<file path="src/rtl/loader_pkg.sv">
// Shared types and constants for the iNES ROM load sequencer.
package loader_pkg;

  typedef enum logic [2:0] {
    IDLE,
    HEADER,
    TRAINER,
    PRG,
    CHR,
    DONE,
    ERROR
  } state_t;

  localparam logic [31:0] INES_MAGIC     = 32'h4E45531A;
  localparam int          HEADER_LEN     = 16;
  localparam int          TRAINER_LEN    = 512;
  localparam int          PRG_UNIT_SHIFT = 14;
  localparam int          CHR_UNIT_SHIFT = 13;

  // Magic byte expected at header offset idx (0..3), first byte first.
  function automatic logic [7:0] magic_byte(input logic [1:0] idx);
    case (idx)
      2'd0:    return INES_MAGIC[31:24];
      2'd1:    return INES_MAGIC[23:16];
      2'd2:    return INES_MAGIC[15:8];
      default: return INES_MAGIC[7:0];
    endcase
  endfunction

endpackage

</file>
<file path="src/rtl/rom_byte_fifo.sv">
// Synchronous byte FIFO with a registered head (dout valid whenever !empty).
// A push into a full FIFO is accepted only when a pop happens in the same cycle.
module rom_byte_fifo #(
  parameter int FIFO_DEPTH = 16
) (
  input  logic       clk,
  input  logic       reset,
  input  logic       flush,
  input  logic       push,
  input  logic [7:0] din,
  input  logic       pop,
  output logic [7:0] dout,
  output logic       full,
  output logic       empty
);

  localparam int AW = $clog2(FIFO_DEPTH);

  logic [7:0]    r_mem [FIFO_DEPTH];
  logic [AW-1:0] r_wr_ptr;
  logic [AW-1:0] r_rd_ptr;
  logic [AW:0]   r_count;
  logic          r_out_vld;
  logic [7:0]    r_dout;

  logic w_pop;
  logic w_push;
  logic w_out_load;
  logic w_stor_empty;
  logic w_stor_rd;
  logic w_bypass;

  assign full         = (r_count == (AW+1)'(FIFO_DEPTH));
  assign empty        = !r_out_vld;
  assign dout         = r_dout;
  assign w_pop        = pop && r_out_vld;
  assign w_push       = push && (!full || w_pop);
  assign w_out_load   = !r_out_vld || w_pop;
  assign w_stor_empty = (r_wr_ptr == r_rd_ptr);
  assign w_stor_rd    = w_out_load && !w_stor_empty;
  // An empty backing store lets a new byte go straight into the head register.
  assign w_bypass     = w_out_load && w_stor_empty && w_push;

  always_ff @(posedge clk) begin
    if (reset || flush) begin
      r_wr_ptr  <= '0;
      r_rd_ptr  <= '0;
      r_count   <= '0;
      r_out_vld <= 1'b0;
      r_dout    <= 8'd0;
    end else begin
      if (w_push && !w_bypass) begin
        r_mem[r_wr_ptr] <= din;
        r_wr_ptr        <= r_wr_ptr + 1'b1;
      end
      if (w_stor_rd) begin
        r_dout    <= r_mem[r_rd_ptr];
        r_rd_ptr  <= r_rd_ptr + 1'b1;
        r_out_vld <= 1'b1;
      end else if (w_bypass) begin
        r_dout    <= din;
        r_out_vld <= 1'b1;
      end else if (w_out_load) begin
        r_out_vld <= 1'b0;
      end
      case ({w_push, w_pop})
        2'b10:   r_count <= r_count + 1'b1;
        2'b01:   r_count <= r_count - 1'b1;
        default: ;
      endcase
    end
  end

endmodule

</file>
<file path="src/rtl/rom_load_sequencer.sv">
// Parses the iNES header from the SD byte stream and writes PRG/CHR into SDRAM.
// Define ROM_CHECKSUM_EN to add a 16-bit sum of all bytes accepted by memory.
module rom_load_sequencer
  import loader_pkg::*;
#(
  parameter int          FIFO_DEPTH    = 16,
  parameter logic [21:0] CHR_BASE      = 22'h200000,
  parameter int          MAX_PRG_UNITS = 128,
  parameter int          MAX_CHR_UNITS = 128
) (
  input  logic        clk,
  input  logic        reset,
  input  logic        start,
  input  logic [7:0]  in_data,
  input  logic        in_valid,
  output logic [21:0] mem_addr,
  output logic [7:0]  mem_din,
  output logic        mem_we,
  input  logic        mem_ready,
  output logic        loading,
  output logic        load_done,
  output logic        load_error,
  output logic [7:0]  mapper,
  output logic        mirroring,
  output logic [7:0]  prg_units,
  output logic [7:0]  chr_units
`ifdef ROM_CHECKSUM_EN
  ,
  output logic [15:0] checksum
`endif
);

  state_t      r_state;
  state_t      w_next;
  logic [21:0] r_cnt;
  logic [21:0] r_addr;
  logic        r_magic_ok;
  logic [7:0]  r_b4;
  logic [7:0]  r_b5;
  logic [3:0]  r_map_lo;
  logic [3:0]  r_map_hi;
  logic        r_trainer;
  logic        r_mirror;
  logic [7:0]  r_mapper;
  logic        r_mirroring;
  logic [7:0]  r_prg_units;
  logic [7:0]  r_chr_units;

  logic        w_active;
  logic        w_push;
  logic        w_pop;
  logic        w_accept;
  logic        w_overflow;
  logic        w_start;
  logic        w_hdr_pop;
  logic        w_hdr_last;
  logic        w_hdr_ok;
  logic        w_region_chg;
  logic [21:0] w_prg_end;
  logic [21:0] w_chr_end;
  logic [7:0]  w_fifo_dout;
  logic        w_fifo_full;
  logic        w_fifo_empty;

  assign w_active   = (r_state == HEADER) || (r_state == TRAINER) ||
                      (r_state == PRG)    || (r_state == CHR);
  assign w_push     = in_valid && w_active;
  assign mem_we     = ((r_state == PRG) || (r_state == CHR)) && !w_fifo_empty;
  assign w_accept   = mem_we && mem_ready;
  assign w_pop      = (((r_state == HEADER) || (r_state == TRAINER)) && !w_fifo_empty) ||
                      w_accept;
  assign w_overflow = w_push && w_fifo_full && !w_pop;
  assign w_hdr_pop  = (r_state == HEADER) && w_pop;
  assign w_hdr_last = w_hdr_pop && (r_cnt == 22'(HEADER_LEN - 1));
  assign w_hdr_ok   = r_magic_ok &&
                      (r_b4 != 8'd0) && (r_b4 <= 8'(MAX_PRG_UNITS)) &&
                      (r_b5 <= 8'(MAX_CHR_UNITS));
  assign w_prg_end  = (22'(r_prg_units) << PRG_UNIT_SHIFT) - 22'd1;
  assign w_chr_end  = (22'(r_chr_units) << CHR_UNIT_SHIFT) - 22'd1;
  assign w_region_chg = (w_next != r_state);

  rom_byte_fifo #(
    .FIFO_DEPTH(FIFO_DEPTH)
  ) u_fifo (
    .clk  (clk),
    .reset(reset),
    .flush(!w_active),
    .push (w_push),
    .din  (in_data),
    .pop  (w_pop),
    .dout (w_fifo_dout),
    .full (w_fifo_full),
    .empty(w_fifo_empty)
  );

  assign mem_din   = w_fifo_dout;
  assign mem_addr  = r_addr;
  assign mapper    = r_mapper;
  assign mirroring = r_mirroring;
  assign prg_units = r_prg_units;
  assign chr_units = r_chr_units;

  always_ff @(posedge clk) begin
    if (reset) r_state <= IDLE;
    else       r_state <= w_next;
  end

  always_comb begin
    w_next     = r_state;
    w_start    = 1'b0;
    loading    = 1'b0;
    load_done  = 1'b0;
    load_error = 1'b0;
    case (r_state)
      IDLE, DONE, ERROR: begin
        load_done  = (r_state == DONE);
        load_error = (r_state == ERROR);
        if (start) begin
          w_next  = HEADER;
          w_start = 1'b1;
        end
      end
      HEADER: begin
        loading = 1'b1;
        if (w_hdr_last) w_next = !w_hdr_ok ? ERROR : (r_trainer ? TRAINER : PRG);
      end
      TRAINER: begin
        loading = 1'b1;
        if (w_pop && (r_cnt == 22'(TRAINER_LEN - 1))) w_next = PRG;
      end
      PRG: begin
        loading = 1'b1;
        if (w_accept && (r_cnt == w_prg_end)) w_next = (r_chr_units != 8'd0) ? CHR : DONE;
      end
      CHR: begin
        loading = 1'b1;
        if (w_accept && (r_cnt == w_chr_end)) w_next = DONE;
      end
      default: w_next = IDLE;
    endcase
    if (w_overflow) w_next = ERROR;
  end

  // Region counter and write address restart on every state change.
  always_ff @(posedge clk) begin
    if (reset) begin
      r_cnt       <= 22'd0;
      r_addr      <= 22'd0;
      r_magic_ok  <= 1'b0;
      r_mapper    <= 8'd0;
      r_mirroring <= 1'b0;
      r_prg_units <= 8'd0;
      r_chr_units <= 8'd0;
    end else begin
      if (w_region_chg)  r_cnt <= 22'd0;
      else if (w_pop)    r_cnt <= r_cnt + 22'd1;
      if (w_region_chg)  r_addr <= (w_next == CHR) ? CHR_BASE : 22'd0;
      else if (w_accept) r_addr <= r_addr + 22'd1;
      if (w_start) begin
        r_magic_ok  <= 1'b1;
        r_mapper    <= 8'd0;
        r_mirroring <= 1'b0;
        r_prg_units <= 8'd0;
        r_chr_units <= 8'd0;
      end
      if (w_hdr_pop && (r_cnt < 22'd4) && (w_fifo_dout != magic_byte(r_cnt[1:0])))
        r_magic_ok <= 1'b0;
      if (w_hdr_last && w_hdr_ok) begin
        r_mapper    <= {r_map_hi, r_map_lo};
        r_mirroring <= r_mirror;
        r_prg_units <= r_b4;
        r_chr_units <= r_b5;
      end
    end
  end

  always_ff @(posedge clk) begin
    if (w_hdr_pop) begin
      case (r_cnt)
        22'd4: r_b4 <= w_fifo_dout;
        22'd5: r_b5 <= w_fifo_dout;
        22'd6: begin
          r_map_lo  <= w_fifo_dout[7:4];
          r_trainer <= w_fifo_dout[2];
          r_mirror  <= w_fifo_dout[0];
        end
        22'd7:   r_map_hi <= w_fifo_dout[7:4];
        default: ;
      endcase
    end
  end

`ifdef ROM_CHECKSUM_EN
  logic [15:0] r_checksum;

  always_ff @(posedge clk) begin
    if (reset || w_start) r_checksum <= 16'd0;
    else if (w_accept)    r_checksum <= r_checksum + 16'(mem_din);
  end

  assign checksum = r_checksum;
`endif

endmodule

</file>
<file path="config.mk">
export PLATFORM = sky130hd
export DESIGN_NAME = rom_load_sequencer
export DESIGN_NICKNAME = d
export VERILOG_FILES = /design/src/rtl/loader_pkg.sv /design/src/rtl/rom_byte_fifo.sv /design/src/rtl/rom_load_sequencer.sv
export SDC_FILE = /design/constraint.sdc
export NUM_CORES = 1
export LEC_CHECK = 0
export ABC_AREA = 1
export BUFFER_PORTS_ARGS = -buffer_cell sky130_fd_sc_hd__clkbuf_2
export CORE_MARGIN = 4
export CORE_UTILIZATION = 35
export DETAILED_ROUTE_END_ITERATION = 10
export PLACE_DENSITY = 0.55
export SLEW_MARGIN = 10
export SYNTH_ARGS = -nofsm -noshare
export SYNTH_HDL_FRONTEND = slang
export SYNTH_SLANG_ARGS = --single-unit
</file>
<file path="constraint.sdc">
create_clock -name clk -period 3 [get_ports clk]
set_input_delay 0.45 -clock clk [delete_from_list [all_inputs] [get_ports clk]]
set_output_delay 0.45 -clock clk [all_outputs]
set_load 0.01 [all_outputs]
</file>
Yosys cells after proc, flatten, opt, wreduce, memory -nomap -nowiden
Memory sizes are Yosys's and may differ from the RTL's. A register that Yosys moved wholly into a read port is not among the register bits.
Index checks and enable logic that the tools add are counted.

storage, ports and cells
  output and inout port bits = 59
  memories = 1
  input bits = 13
  logic and storage cells = 145
  register bits = 121
  bits in writable memories = 128

memory list
  name          words  bits a word  read ports  clocked after memory_dff  write ports  RTL line             RTL
  u_fifo.r_mem  16     8            1           1                         1            rom_byte_fifo.sv:19  logic [7:0] r_mem [FIFO_DEPTH];

cells by class
  eq/ne operators = 23
  $add $sub $neg = 8
  order comparisons = 3
  reduce and logical (&&, ||, !) cells = 54
  muxes and demuxes = 37

operator list
  cell                   number
  $eq 22x3->1 const B    4
  $mux 22                3
  $mux 8                 7
  $add 22x1->22 const B  2
  $eq 22x22->1           2
  $logic_and 1x1->1      23
  $eq 22x4->1 const B    1
  $eq 22x9->1 const B    1
  $lt 22x3->1 const B    1
  $sub 21x1->22 const B  1
  $sub 22x1->22 const B  1
  $mux 3                 7
  $pmux 7 s3             1
  $le 8x8->1 const B     2
  $reduce_bool 8->1      2
  $mux 1                 15
  $pmux 3 s5             1
  $eq 3x3->1 const B     4
  $pmux 5 s2             1
  $add 4x1->4 const B    2
  $logic_or 1x1->1       8
  $mux 4                 2
  $ne 8x8->1             1
  $reduce_and 2->1       4
  17 further kinds       29

Depth between registers and ports, before layout
Gate-level depths: netlist of the first run.

  depth in word-level cells = 14
  depth in mapped cells = 20
  gate-level depth less buffers = 20

Modules after synthesis
From an unflattened synthesis of the first run, not the netlist that was laid out.

second synthesis, totals
  cells, all modules = 1433
  area total of the unflattened synthesis = 12343.1 µm²

modules (own cells, without submodules)
  module              seq. area each (µm²)  times used  cells each  area an instance (µm²)
  rom_byte_fifo       4364.2                1           715         6929.1
  rom_load_sequencer  2242.2                1           718         5413.9

Worst setup path after synthesis of the first run
No wires, ideal clock.

  path kind = register to register
  start = register r_state[2]
  end = memory u_fifo.r_mem[15][0] (enable)
  setup slack = 0.510 ns
  period minus slack after synthesis = 2.490 ns
  data arrival time = 2.106 ns
  cell stages (with the launch flop) = 13
  data required time = 2.617 ns
  library setup time = 0.383 ns
  path buffers = 1
  cells stage by stage = dfxtp_1 -> buf_6 -> inv_4 -> nand3_1 -> inv_1 -> nor2_1 -> nand2_1 -> nand2_1 -> inv_1 -> nand2_1 -> nor2_1 -> nand2_1 -> nor3_1

between the ends
  longest elaborated chain between the ends = 14
  elaborated cells between the ends (all ways) = 26
  those cells by class = 4 x eq/ne; 3 x mux; 19 x reduce/logical

ends and longest elaborated chain
  element                                          RTL line                                            RTL
  start, declared                                  rom_load_sequencer.sv:33                            state_t r_state;
  start signal, assigned                           rom_load_sequencer.sv:105                           else r_state <= w_next;
  $eq 3x2->1 / $eq 3x3->1 (equally long branches)  rom_load_sequencer.sv:66, rom_load_sequencer.sv:68
  $logic_or 1x1->1                                 rom_load_sequencer.sv:68                            assign mem_we = ((r_state == PRG) || (r_state == CHR)) && !w_fifo_empty;
  $logic_and 1x1->1                                rom_load_sequencer.sv:68
  $logic_and 1x1->1                                rom_load_sequencer.sv:69                            assign w_accept = mem_we && mem_ready;
  $logic_or 1x1->1                                 rom_load_sequencer.sv:70                            assign w_pop = (((r_state == HEADER) || (r_state == TRAINER)) && !w_fifo_empty) ||
  $logic_and 1x1->1                                rom_byte_fifo.sv:36                                 assign w_pop = pop && r_out_vld;
  $logic_or 1x1->1, on equally long branches       rom_byte_fifo.sv:38, rom_byte_fifo.sv:37
  $logic_and 1x1->1, on equally long branches      rom_byte_fifo.sv:42, rom_byte_fifo.sv:37
  $logic_and 1x1->1                                rom_byte_fifo.sv:42                                 assign w_bypass = w_out_load && w_stor_empty && w_push;
  $logic_not 1->1                                  rom_byte_fifo.sv:52                                 if (w_push && !w_bypass) begin
  $logic_and 1x1->1                                rom_byte_fifo.sv:52
  $mux 1                                           rom_byte_fifo.sv:52
  $mux 1 (*)                                       rom_byte_fifo.sv:45                                 if (reset || flush) begin
  $mux 1 (implied by the code) (*)                 rom_byte_fifo.sv:53                                 r_mem[r_wr_ptr] <= din;
  end, declared                                    rom_byte_fifo.sv:19

Mark *: on every way between the ends. The rest lies on a longest branch, timed or not.

Worst setup path after layout of the first run
  start = register r_state[1]
  end = register u_fifo.r_count[4]

between the ends
  longest elaborated chain between the ends = 10
  elaborated cells between the ends (all ways) = 22
  those cells by class = 6 x eq/ne; 1 x mux; 15 x reduce/logical

ends and longest elaborated chain
  element                                                 RTL line                                            RTL
  $eq 3x2->1 / $eq 3x3->1 (equally long branches)         rom_load_sequencer.sv:66, rom_load_sequencer.sv:68
  $logic_or 1x1->1                                        rom_load_sequencer.sv:68
  $logic_and 1x1->1                                       rom_load_sequencer.sv:68
  $logic_and 1x1->1                                       rom_load_sequencer.sv:69
  $logic_or 1x1->1                                        rom_load_sequencer.sv:70
  $logic_and 1x1->1                                       rom_byte_fifo.sv:36
  $logic_or 1x1->1                                        rom_byte_fifo.sv:37                                 assign w_push = push && (!full || w_pop);
  $logic_and 1x1->1                                       rom_byte_fifo.sv:37
  $eq 2x1->1 / $eq 2x2->1 (equally long branches)         rom_byte_fifo.sv:66                                 case ({w_push, w_pop})
  $pmux 5 s2 / $reduce_bool 2->1 (equally long branches)  --
  end signal, assigned                                    rom_byte_fifo.sv:67                                 2'b10: r_count <= r_count + 1'b1;
  end signal, assigned                                    rom_byte_fifo.sv:68                                 2'b01: r_count <= r_count - 1'b1;
  end, declared                                           rom_byte_fifo.sv:22                                 logic [AW:0] r_count;

Parallel ways exist; a longest one is shown, timed or not.
A chain may end at the register's enable or synchronous reset.

==> impl_metrics.py, run 1 <==
metrics = {
    "clocking": {
        "numCtsBuffers": 29,
        "clock_latency_ns": 0.56,
        "htree_levels": 1,
        "path_clk_slew_ns": 0.06,
        "cts_root_buf": "clkbuf_16",
        "hold_buffers": 0,
        "clk_path_buf_depth": 3,
        "cts_sinks": 253,
        "cts_tree": "done",
    },
    "worst_hold_path": {
        "hp-class": "in -> reg",
    },
    "pwr": {
        "p_leak_nw": 5.15,
        "power_density_nw_per_um2": 554,
        "vdd_drop_max_mv": 0.464,
        "finalPower_mw": 7.52,
    },
    "routing": {
        "drt-initial-drc-count": 526,
        "viasPerCell": 4.96,
        "vias": 9031,
        "drc": 0,
        "drt-pass1-iter-count": 5,
        "wl_per_cell_um": 16.6,
        "antenna_left": 0,
        "routed_wl_um": 30200,
    },
    "global_route": {
        "grt_overflow": 0,
        "grt_antenna_before_repair": 0,
        "grt_pass1_vias": 8876,
        "grt_max_degree": 65,
        "track_usage_pct": 16.6,
        "grt_first_pass_wirelength_um": 48500,
    },
    "finish": {
        "insertedDiodeCount": 0,
        "layout.nets": 1386,
        "final_common_cell": "nand2_1",
        "area_delta_synth_final_pct": 17.3,
        "drive_gt1_share_pct": 14.1,
        "multiInputGateArea_sq_um": 4330,
        "seq_area_sq_um": 6610,
        "fill_cells": 3280,
        "final_cell_mix": "252 x nand2_1, 186 x nor2_1, 154 x edfxtp_1",
    },
    "worst_setup_path": {
        "cpMaxStageDelayCell": "dfxtp_1",
        "crit_required_ns": 3.49,
        "endpoint_kind": "flip-flop",
        "cpMostUsedCell": "inv_1",
        "cp-start-kind": "flip-flop",
        "crit_arrival_ns": 3.25,
        "path_class": "reg -> reg",
        "worstPathMaxFanout": 6,
        "crit_chain": "inv_1, nand3_2, o21ai_2, nor2_1, nand2_1, nand2_1, inv_1, nor2_1, inv_1, fa_1, o21ai_0, mux2i_1, o21ai_0, a21oi_1",
        "slowest_delay_ns": 0.43,
    },
    "sta": {
        "setup_ws_ns": 0.242,
        "fin_crit_sh_pct": 91.9,
        "slew_violations": 0,
        "relSlewSlack_pct": 56.9,
        "hold_violations": 0,
        "rsz0062_at_grt": "no",
        "setup_tns_ns": 0,
        "max_freq_mhz": 363,
        "fin_skew_ns": 0.0127,
        "setup_viol": 0,
        "worstMarginPinSlew_ns": 0.647,
        "fin_crit_ns": 2.76,
    },
    "place": {
        "place.gp.congestion": 0.861,
        "dpl.hpwl_um": 20800,
        "io_buffers": 71,
        "post-place-ws_ns": 0.185,
    },
    "synth": {
        "ys_ff_latch": 253,
        "seq_area_frac_synth_pct": 57.1,
        "synth_area_per_cell_sq_um": 9.17,
        "synthArstFlopShare_pct": 0,
        "ys_types": 48,
        "syn-num-nets": 1291,
        "synth.yosys.warnings": 0,
        "ys.flop_type": "edfxtp_1",
        "synth-edff-count": 154,
        "syn_area_sq_um": 11600,
        "synth_cells": 1262,
    },
    "floorplan": {
        "die_h_um": 190,
        "die_area_sq_um": 36000,
        "start_util_pct": 35.6,
        "io_pins": 72,
        "core_sq_um": 32500,
        "core.rowCount": 66,
        "die_w_um": 190,
    },
    "status": {
        "status": "complete, no violations",
    },
    "run": {
        "drv_cap": 0,
    },
}
-- logic make-up after synthesis --
| kind of cell | count (synthesis) | share of synthesized area (%) |
|---|---|---|
| flops | 253 | 57.1 |
| buf+inv | 157 | 5.53 |
| simple gates | 585 | 22.0 |
| compound gates | 212 | 10.6 |
| fa+ha+maj | 16 | 1.80 |
| mux | 1 | 0.0865 |
| xor+xnor | 38 | 2.88 |
-- area by class of cell --
cell class / instances / share of cell area (%)
Sequential cell: 253 / 48.7
Clock inverter: 16 / 1.26
Timing Repair Buffer: 110 / 4.87
Inverter: 111 / 3.11
Tap cell: 442 / 4.07
Multi-Input combinational cell: 852 / 31.9
Clock buffer: 38 / 6.07
-- path summary, 6_finish.rpt --
path                             startpoint                              to  slack (ns)  depth (start not counted)
min reg2reg  u_fifo.r_count[4]$_SDFFE_PP0P_  u_fifo.r_count[4]$_SDFFE_PP0P_        0.45                          1
max                   r_state[1]$_SDFF_PP0_  u_fifo.r_count[4]$_SDFFE_PP0P_        0.24                         14
min                                   reset           r_state[0]$_SDFF_PP0_        0.37                          3
max reg2reg           r_state[1]$_SDFF_PP0_  u_fifo.r_count[4]$_SDFFE_PP0P_        0.24                         14
-- layer usage --
metal	track usage [%]	share of wire [%]	up-vias
li1	-	-	4489
met1	22.7	45	4252
met2	27.7	47	228
met3	2.18	4.8	62
met4	5.12	3.0	0
met5	0	0	-
-- synthesized netlist by cell type, drive strengths merged (2+ instances only) --
master    n  area (sq um)
a211oi    6          55.1
edfxtp  154          4620
inv     109           414
nor3     20           105
nand2   257           982
o22ai     6          37.5
a21oi    70           350
nand4    23           144
a31oi     8          50.1
clkinv    2          7.51
a32o      6          60.1
dfxtp    99          1980
nor4      5          37.5
o221ai   20           175
nor3b     7          52.6
nor2    192           748
or2       6          37.5
xnor2    12           105
o21ai    93           473
and3      6          37.5
nand3b    4          30.0
xor2     26           228
ha       15           188
nand3    65           370
clkbuf   33           124
buf      13          93.8
-- report_power, final --
part | internal (mW) | switching (mW) | total, mW
combinational | 0.0515 | 0.149 | 0.201
clock | 2.19 | 1.43 | 3.63
sequential | 3.68 | 0.0116 | 3.70
-- flip-flops by register name, summed over array words and instances, names as in the netlist, named ones only --
| register | count |
|---|---|
| r_state | 3 |
| u_fifo.r_wr_ptr | 4 |
| r_trainer | 1 |
| mem_addr | 22 |
| r_map_hi | 4 |
| u_fifo.dout | 8 |
| r_mirror | 1 |
| prg_units | 8 |
| u_fifo.r_mem | 128 |
| r_b5 | 8 |
| mapper | 8 |
| chr_units | 8 |
| mirroring | 1 |
| u_fifo.r_count | 5 |
| r_cnt | 22 |
| r_map_lo | 4 |
| r_b4 | 8 |
| u_fifo.r_rd_ptr | 4 |
| u_fifo.r_out_vld | 1 |
| r_magic_ok | 1 |
-- worst max-delay path, delay by kind of cell (launching register included) --
family                     cells  cell delay [ns]
and+or+nand+nor                5             0.70
AOI/OAI and AO/OA              4             0.51
DFF                            1             0.43
adders and majority gates      1             0.42
buffers and inverters          3             0.37
muxes                          1             0.25
-- stage by stage --
stage | util [%] | std cells | hold WS (ns) | instance area [sq um]
after global placement | 38.6 | 1765 | 0.442 | 12600
after floorplan | - | 1262 | 0.423 | 11600
after detailed placement | 38.6 | 1765 | 0.439 | 12600
final | 41.7 | 1822 | 0.370 | 13600
after CTS | 41.6 | 1819 | 0.345 | 13500
after global routing | 41.7 | 1822 | 0.364 | 13600
-- timing repair --
item / 4_1_cts / 5_1_grt
buffers inserted: 0 / 3
hold endpoints to repair: 0 / 0
endpoints found under the setup margin: 0 / 106
gates resized for setup: 0 / 2
Note: power is estimated with default switching activity, not from simulation.
==> inputs of run 2 (changes only) <==
Settings changed: CORE_ASPECT_RATIO set to 1.75, PLACE_DENSITY 0.55 to 0.57.
Clock period 3 ns to 2.3 ns, I/O delays scaled along.
==> impl_metrics.py, run 2 (same netlist as run 1, synthesis figures left out) <==
metrics = {
    "status": {
        "status": "finished with violations",
        "violations": "setup timing",
    },
    "sta": {
        "max_freq_mhz": 409,
        "fin_crit_sh_pct": 106,
        "setup_tns_ns": -4.19,
        "setup_ws_ns": -0.143,
        "fin_crit_ns": 2.44,
        "hold_violations": 0,
        "slew_violations": 0,
        "worstMarginPinSlew_ns": 0.628,
        "setup_viol": 82,
        "fin_skew_ns": 0.0297,
        "relSlewSlack_pct": 57.7,
        "rsz0062_at_grt": "yes",
    },
    "clocking": {
        "path_clk_slew_ns": 0.07,
        "clock_latency_ns": 0.55,
        "htree_levels": 1,
        "cts_tree": "done",
        "numCtsBuffers": 24,
        "clk_path_buf_depth": 3,
        "cts_sinks": 253,
        "cts_root_buf": "clkbuf_16",
    },
    "global_route": {
        "grt_pass1_vias": 9867,
        "track_usage_pct": 17.7,
        "grt_max_degree": 31,
        "grt_antenna_before_repair": 0,
        "grt_first_pass_wirelength_um": 51600,
        "grt_overflow": 0,
    },
    "floorplan": {
        "start_util_pct": 35.7,
        "core.rowCount": 87,
        "die_h_um": 248,
        "io_pins": 72,
        "core_sq_um": 32400,
        "die_area_sq_um": 36100,
        "die_w_um": 145,
    },
    "pwr": {
        "p_leak_nw": 5.98,
        "vdd_drop_max_mv": 0.644,
        "finalPower_mw": 9.42,
        "power_density_nw_per_um2": 614,
    },
    "finish": {
        "seq_area_sq_um": 6630,
        "final_core_util_pct": 47.3,
        "final_common_cell": "nand2_1",
        "fill_cells": 3051,
        "insertedDiodeCount": 0,
        "largest_register_ffs": 128,
        "drive_gt1_share_pct": 30.9,
        "regMostFlops": "u_fifo.r_mem",
        "multiInputGateArea_sq_um": 4930,
        "finalNonFillerCells": 1922,
        "layout.nets": 1533,
        "final_cell_mix": "237 x nand2_1, 154 x buf_4, 154 x edfxtp_1",
        "area_delta_synth_final_pct": 32.7,
    },
    "place": {
        "place.gp.congestion": 0.900,
        "dpl.hpwl_um": 23400,
        "io_buffers": 71,
        "dp_cells": 1857,
    },
    "run": {
        "drv_cap": 0,
    },
    "worst_setup_path": {
        "path_class": "reg -> reg",
        "crit_chain": "inv_2, buf_4, nand2_1, nand2_1, nand3_1, nand2_1, nand2_1, nor2_2, nand3_2, nand2_2, nand4_1, nand2_1, nand2_1, nand2_2, nand3_4, buf_6, inv_4, nand2_1, a21oi_1",
        "endpoint_kind": "flip-flop",
        "path_buf_inv": 4,
        "cpMaxStageDelayCell": "dfxtp_2",
        "cpMostUsedCell": "nand2_1",
        "critical-path-top-delay-family": "simple AND/OR/NAND/NOR gates",
        "cp-start-kind": "flip-flop",
        "crit_arrival_ns": 2.90,
        "crit_required_ns": 2.76,
        "slowest_delay_ns": 0.32,
        "worstPathMaxFanout": 6,
    },
    "routing": {
        "vias": 9749,
        "wl_per_cell_um": 17.2,
        "drt-initial-drc-count": 536,
        "routed_wl_um": 33000,
        "drt-pass1-iter-count": 5,
        "antenna_left": 0,
        "viasPerCell": 5.07,
        "drc": 0,
    },
    "worst_hold_path": {
        "hp-class": "in -> reg",
    },
}
## run 2: cell types whose count changed in the layout (fill, tap and decap cells not counted), moves of 15 or more
cell / previous run / this run
nor2_1: 186 / 139
nand2_1: 252 / 237
nor2_4: 3 / 24
buf_6: 0 / 21
buf_4: 38 / 154
nor2_2: 3 / 29
inv_1: 102 / 86
## run 2: path summary, 6_finish.rpt
check / start / endpoint / slack (ns) / depth (start not counted)
min: start / r_magic_ok$_SDFFE_PP0P_ / 0.25 / 4
min reg2reg: mirroring$_SDFFE_PP0P_ / mirroring$_SDFFE_PP0P_ / 0.46 / 2
max reg2reg: prg_units[0]$_SDFFE_PP0P_ / mem_addr[15]$_SDFFE_PP0P_ / -0.14 / 19
max: prg_units[0]$_SDFFE_PP0P_ / mem_addr[15]$_SDFFE_PP0P_ / -0.14 / 19
## run 2: power by group
group | internal (mW) | total [mW] | switching (mW)
clock network | 2.42 | 4.17 | 1.74
registers | 4.80 | 4.81 | 0.0136
logic | 0.177 | 0.434 | 0.258
## run 2: layout make-up
type                       count  area share [%]
clock buffer                  32            4.17
clock inverter                12            1.15
inverter                     111            2.83
multi-input combinational    853            32.1
sequential                   253            43.2
tap                          400            3.26
timing repair buffer         261            13.2
## run 2: worst reg2reg max path, cell delays in order, from the launching register on
cell and delay (ns):
dfxtp_2 0.32, inv_2 0.07, buf_4 0.13, nand2_1 0.12, nand2_1 0.08, nand3_1 0.06
nand2_1 0.08, nand2_1 0.06, nor2_2 0.15, nand3_2 0.12, nand2_2 0.09, nand4_1 0.20
nand2_1 0.15, nand2_1 0.07, nand2_2 0.12, nand3_4 0.14, buf_6 0.17, inv_4 0.08
nand2_1 0.05, a21oi_1 0.10
## run 2: metrics by stage
stage / setup WS (ns) / hold slack, ns / area (sq um)
6_report: -0.143 / 0.247 / 15300
5_1_grt: -0.333 / 0.275 / 15300
4_1_cts: -0.154 / 0.211 / 14800
3_5_place_dp: -0.212 / 0.451 / 13600
3_3_place_gp: -0.193 / 0.445 / 13600
2_1_floorplan: -0.186 / 0.423 / 11600
## run 2: repair_timing
action                                 in CTS  in global routing
pin swaps                                  22                 35
gates cloned                                3                  0
hold buffers                                0                  0
endpoints found under the hold margin       0                  0
setup buffers                              13                  7
setup endpoints to repair                 174                176
gates resized for setup                    88                134
## run 2: metal layers
layer	routed length, um	track usage, %	share of wire, %
met2	18700	35.5	57
met4	1640	8.99	4.9
met1	11500	17.3	35
met3	1210	2.15	3.7
met5	0	0	0
==> inputs of run 3 (changes only) <==
Settings changed: BUFFER_PORTS_ARGS -buffer_cell sky130_fd_sc_hd__clkbuf_2 to not set, DONT_BUFFER_PORTS set to 1, PLACE_DENSITY 0.57 to 0.55.
==> impl_metrics.py, run 3 (same netlist as run 1, synthesis figures left out) <==
metrics = {
    "finish": {
        "layout.nets": 1461,
        "drive_gt1_share_pct": 24.6,
        "final_common_cell": "nand2_1",
        "post-route-cell-area_sq_um": 14600,
        "area_delta_synth_final_pct": 26.6,
        "final_cell_mix": "229 x nand2_1, 165 x buf_4, 157 x nor2_1",
        "finalNonFillerCells": 1851,
        "largest_register_ffs": 128,
        "final_core_util_pct": 45.1,
        "regMostFlops": "u_fifo.r_mem",
    },
    "place": {
        "io_buffers": 0,
        "dpl_cell_area_sq_um": 13100,
        "place.gp.congestion": 0.909,
        "post-place-ws_ns": -0.179,
        "dp_cells": 1778,
        "dpl.hpwl_um": 23600,
    },
    "worst_hold_path": {
        "hp-class": "in -> reg",
    },
    "pwr": {
        "p_int_mw": 7.31,
        "swShare_pct": 21.3,
        "vdd_drop_max_mv": 0.490,
        "p_leak_nw": 5.58,
        "power_density_nw_per_um2": 634,
        "clockPowerShare_pct": 44.3,
        "netSwitchingPower_mw": 1.98,
        "power_frac_seq_pct": 51.8,
        "finalPower_mw": 9.29,
        "p_comb_share_pct": 3.9,
    },
    "worst_setup_path": {
        "path_class": "reg -> reg",
        "cp-start-kind": "flip-flop",
        "worstPathMaxFanout": 8,
        "endpoint_kind": "flip-flop",
        "r2r_slack_ns": -0.04,
        "crit_required_ns": 2.75,
        "crit_arrival_ns": 2.79,
    },
    "sta": {
        "hold_violations": 0,
        "setup_tns_ns": -0.0768,
        "worstMarginPinSlew_ns": 0.902,
        "fin_skew_ns": 0.0179,
        "fin_crit_sh_pct": 102,
        "relSlewSlack_pct": 39.7,
        "fin_crit_ns": 2.34,
        "hold_slack_ns": 0.0780,
        "setup_ws_ns": -0.0374,
        "slew_violations": 0,
        "setup_viol": 6,
        "rsz0062_at_grt": "yes",
        "max_freq_mhz": 428,
    },
    "status": {
        "status": "finished with violations",
        "violations": "setup timing",
    },
    "clocking": {
        "clock_latency_ns": 0.53,
        "htree_levels": 1,
        "cts_sinks": 253,
        "numCtsBuffers": 25,
        "cts_root_buf": "clkbuf_16",
        "clk_path_buf_depth": 3,
        "cts_tree": "done",
        "path_clk_slew_ns": 0.07,
    },
    "floorplan": {
        "die_w_um": 145,
        "core.rowCount": 87,
        "io_pins": 72,
        "die_area_sq_um": 36100,
        "die_h_um": 248,
        "core_sq_um": 32400,
        "start_util_pct": 35.7,
    },
    "global_route": {
        "grt_overflow": 0,
        "grt_pass1_vias": 9612,
        "grt_antenna_before_repair": 1,
        "grt_max_degree": 65,
        "track_usage_pct": 17.6,
        "grt_first_pass_wirelength_um": 51300,
    },
    "routing": {
        "dr_wl_met3_um": 1230,
        "drt-met1-wl_um": 11500,
        "wl_per_cell_um": 17.6,
        "drt-pass1-iter-count": 5,
        "drc": 0,
        "vias": 9434,
        "antenna_left": 0,
        "drt-initial-drc-count": 484,
        "route.met2.wl_um": 18000,
        "routed_wl_um": 32600,
        "routed.top_layer": "met4",
        "viasPerCell": 5.10,
    },
    "run": {
        "drv_cap": 0,
    },
}
## run 3: cell count changes in the layout (fill, tap and decap cells not counted), sizes merged
cell / before / now
buf: 190 / 179
bufinv: 4 / 3
clkbuf: 103 / 33
clkinvlp: 1 / 2
diode: 0 / 1
dlygate4sd3: 0 / 9
## run 3: path summary, 6_finish.rpt
path | from | endpoint | cells past startpoint
min reg2reg | u_fifo.r_count[4]$_SDFFE_PP0P_ | u_fifo.r_count[4]$_SDFFE_PP0P_ | 1
min | reset | r_state[0]$_SDFF_PP0_ | 2
max | chr_units[0]$_SDFFE_PP0P_ | r_cnt[1]$_SDFFE_PP0P_ | 14
max reg2reg | chr_units[0]$_SDFFE_PP0P_ | r_cnt[1]$_SDFFE_PP0P_ | 14
## run 3: worst max-delay path, stage by stage, from the launching register on
cell and delay (ns):
dfxtp_2 0.32, inv_1 0.07, ha_2 0.24, nand2_1 0.08
nor2_1 0.21, xor2_1 0.20, nor2_2 0.09, nand3_1 0.08
nand4_1 0.14, nand2_1 0.11, nand2_1 0.07, nand2_2 0.11
nand3_4 0.17, buf_12 0.20, a211oi_2 0.15
## run 3: repair_timing
action                                  CTS  global route
resized for setup                        52            85
setup buffers                             8             8
hold buffers                             10             0
pin swaps                                16            39
endpoints found under the hold margin   165             0
endpoints found under the setup margin  172           176
gates cloned                              2             0
## run 3: cell type report
cell class | instances | area [sq um]
antenna | 1 | 2.50
clock buffer | 33 | 666
clock inverter | 12 | 144
fill | 3123 | 17800
inverter | 111 | 427
multi-input combinational | 853 | 4730
sequential | 253 | 6630
tap | 400 | 500
timing repair buffer | 188 | 1550
## run 3: metal layers
layer,vias to the layer above,track usage (%)
met5,-,0
met4,0,9.78
met3,92,2.55
met2,207,34.3
met1,4506,17.7
li1,4629,-
## run 3: power groups by stage
stage	sequential (mW)	combinational [mW]	clock, mW
2_1_floorplan	4.91	0.149	0
3_3_place_gp	4.92	0.233	0
3_5_place_dp	4.92	0.235	0
4_1_cts	4.82	0.356	4.22
5_1_grt	4.81	0.391	4.39
6_report	4.82	0.363	4.11
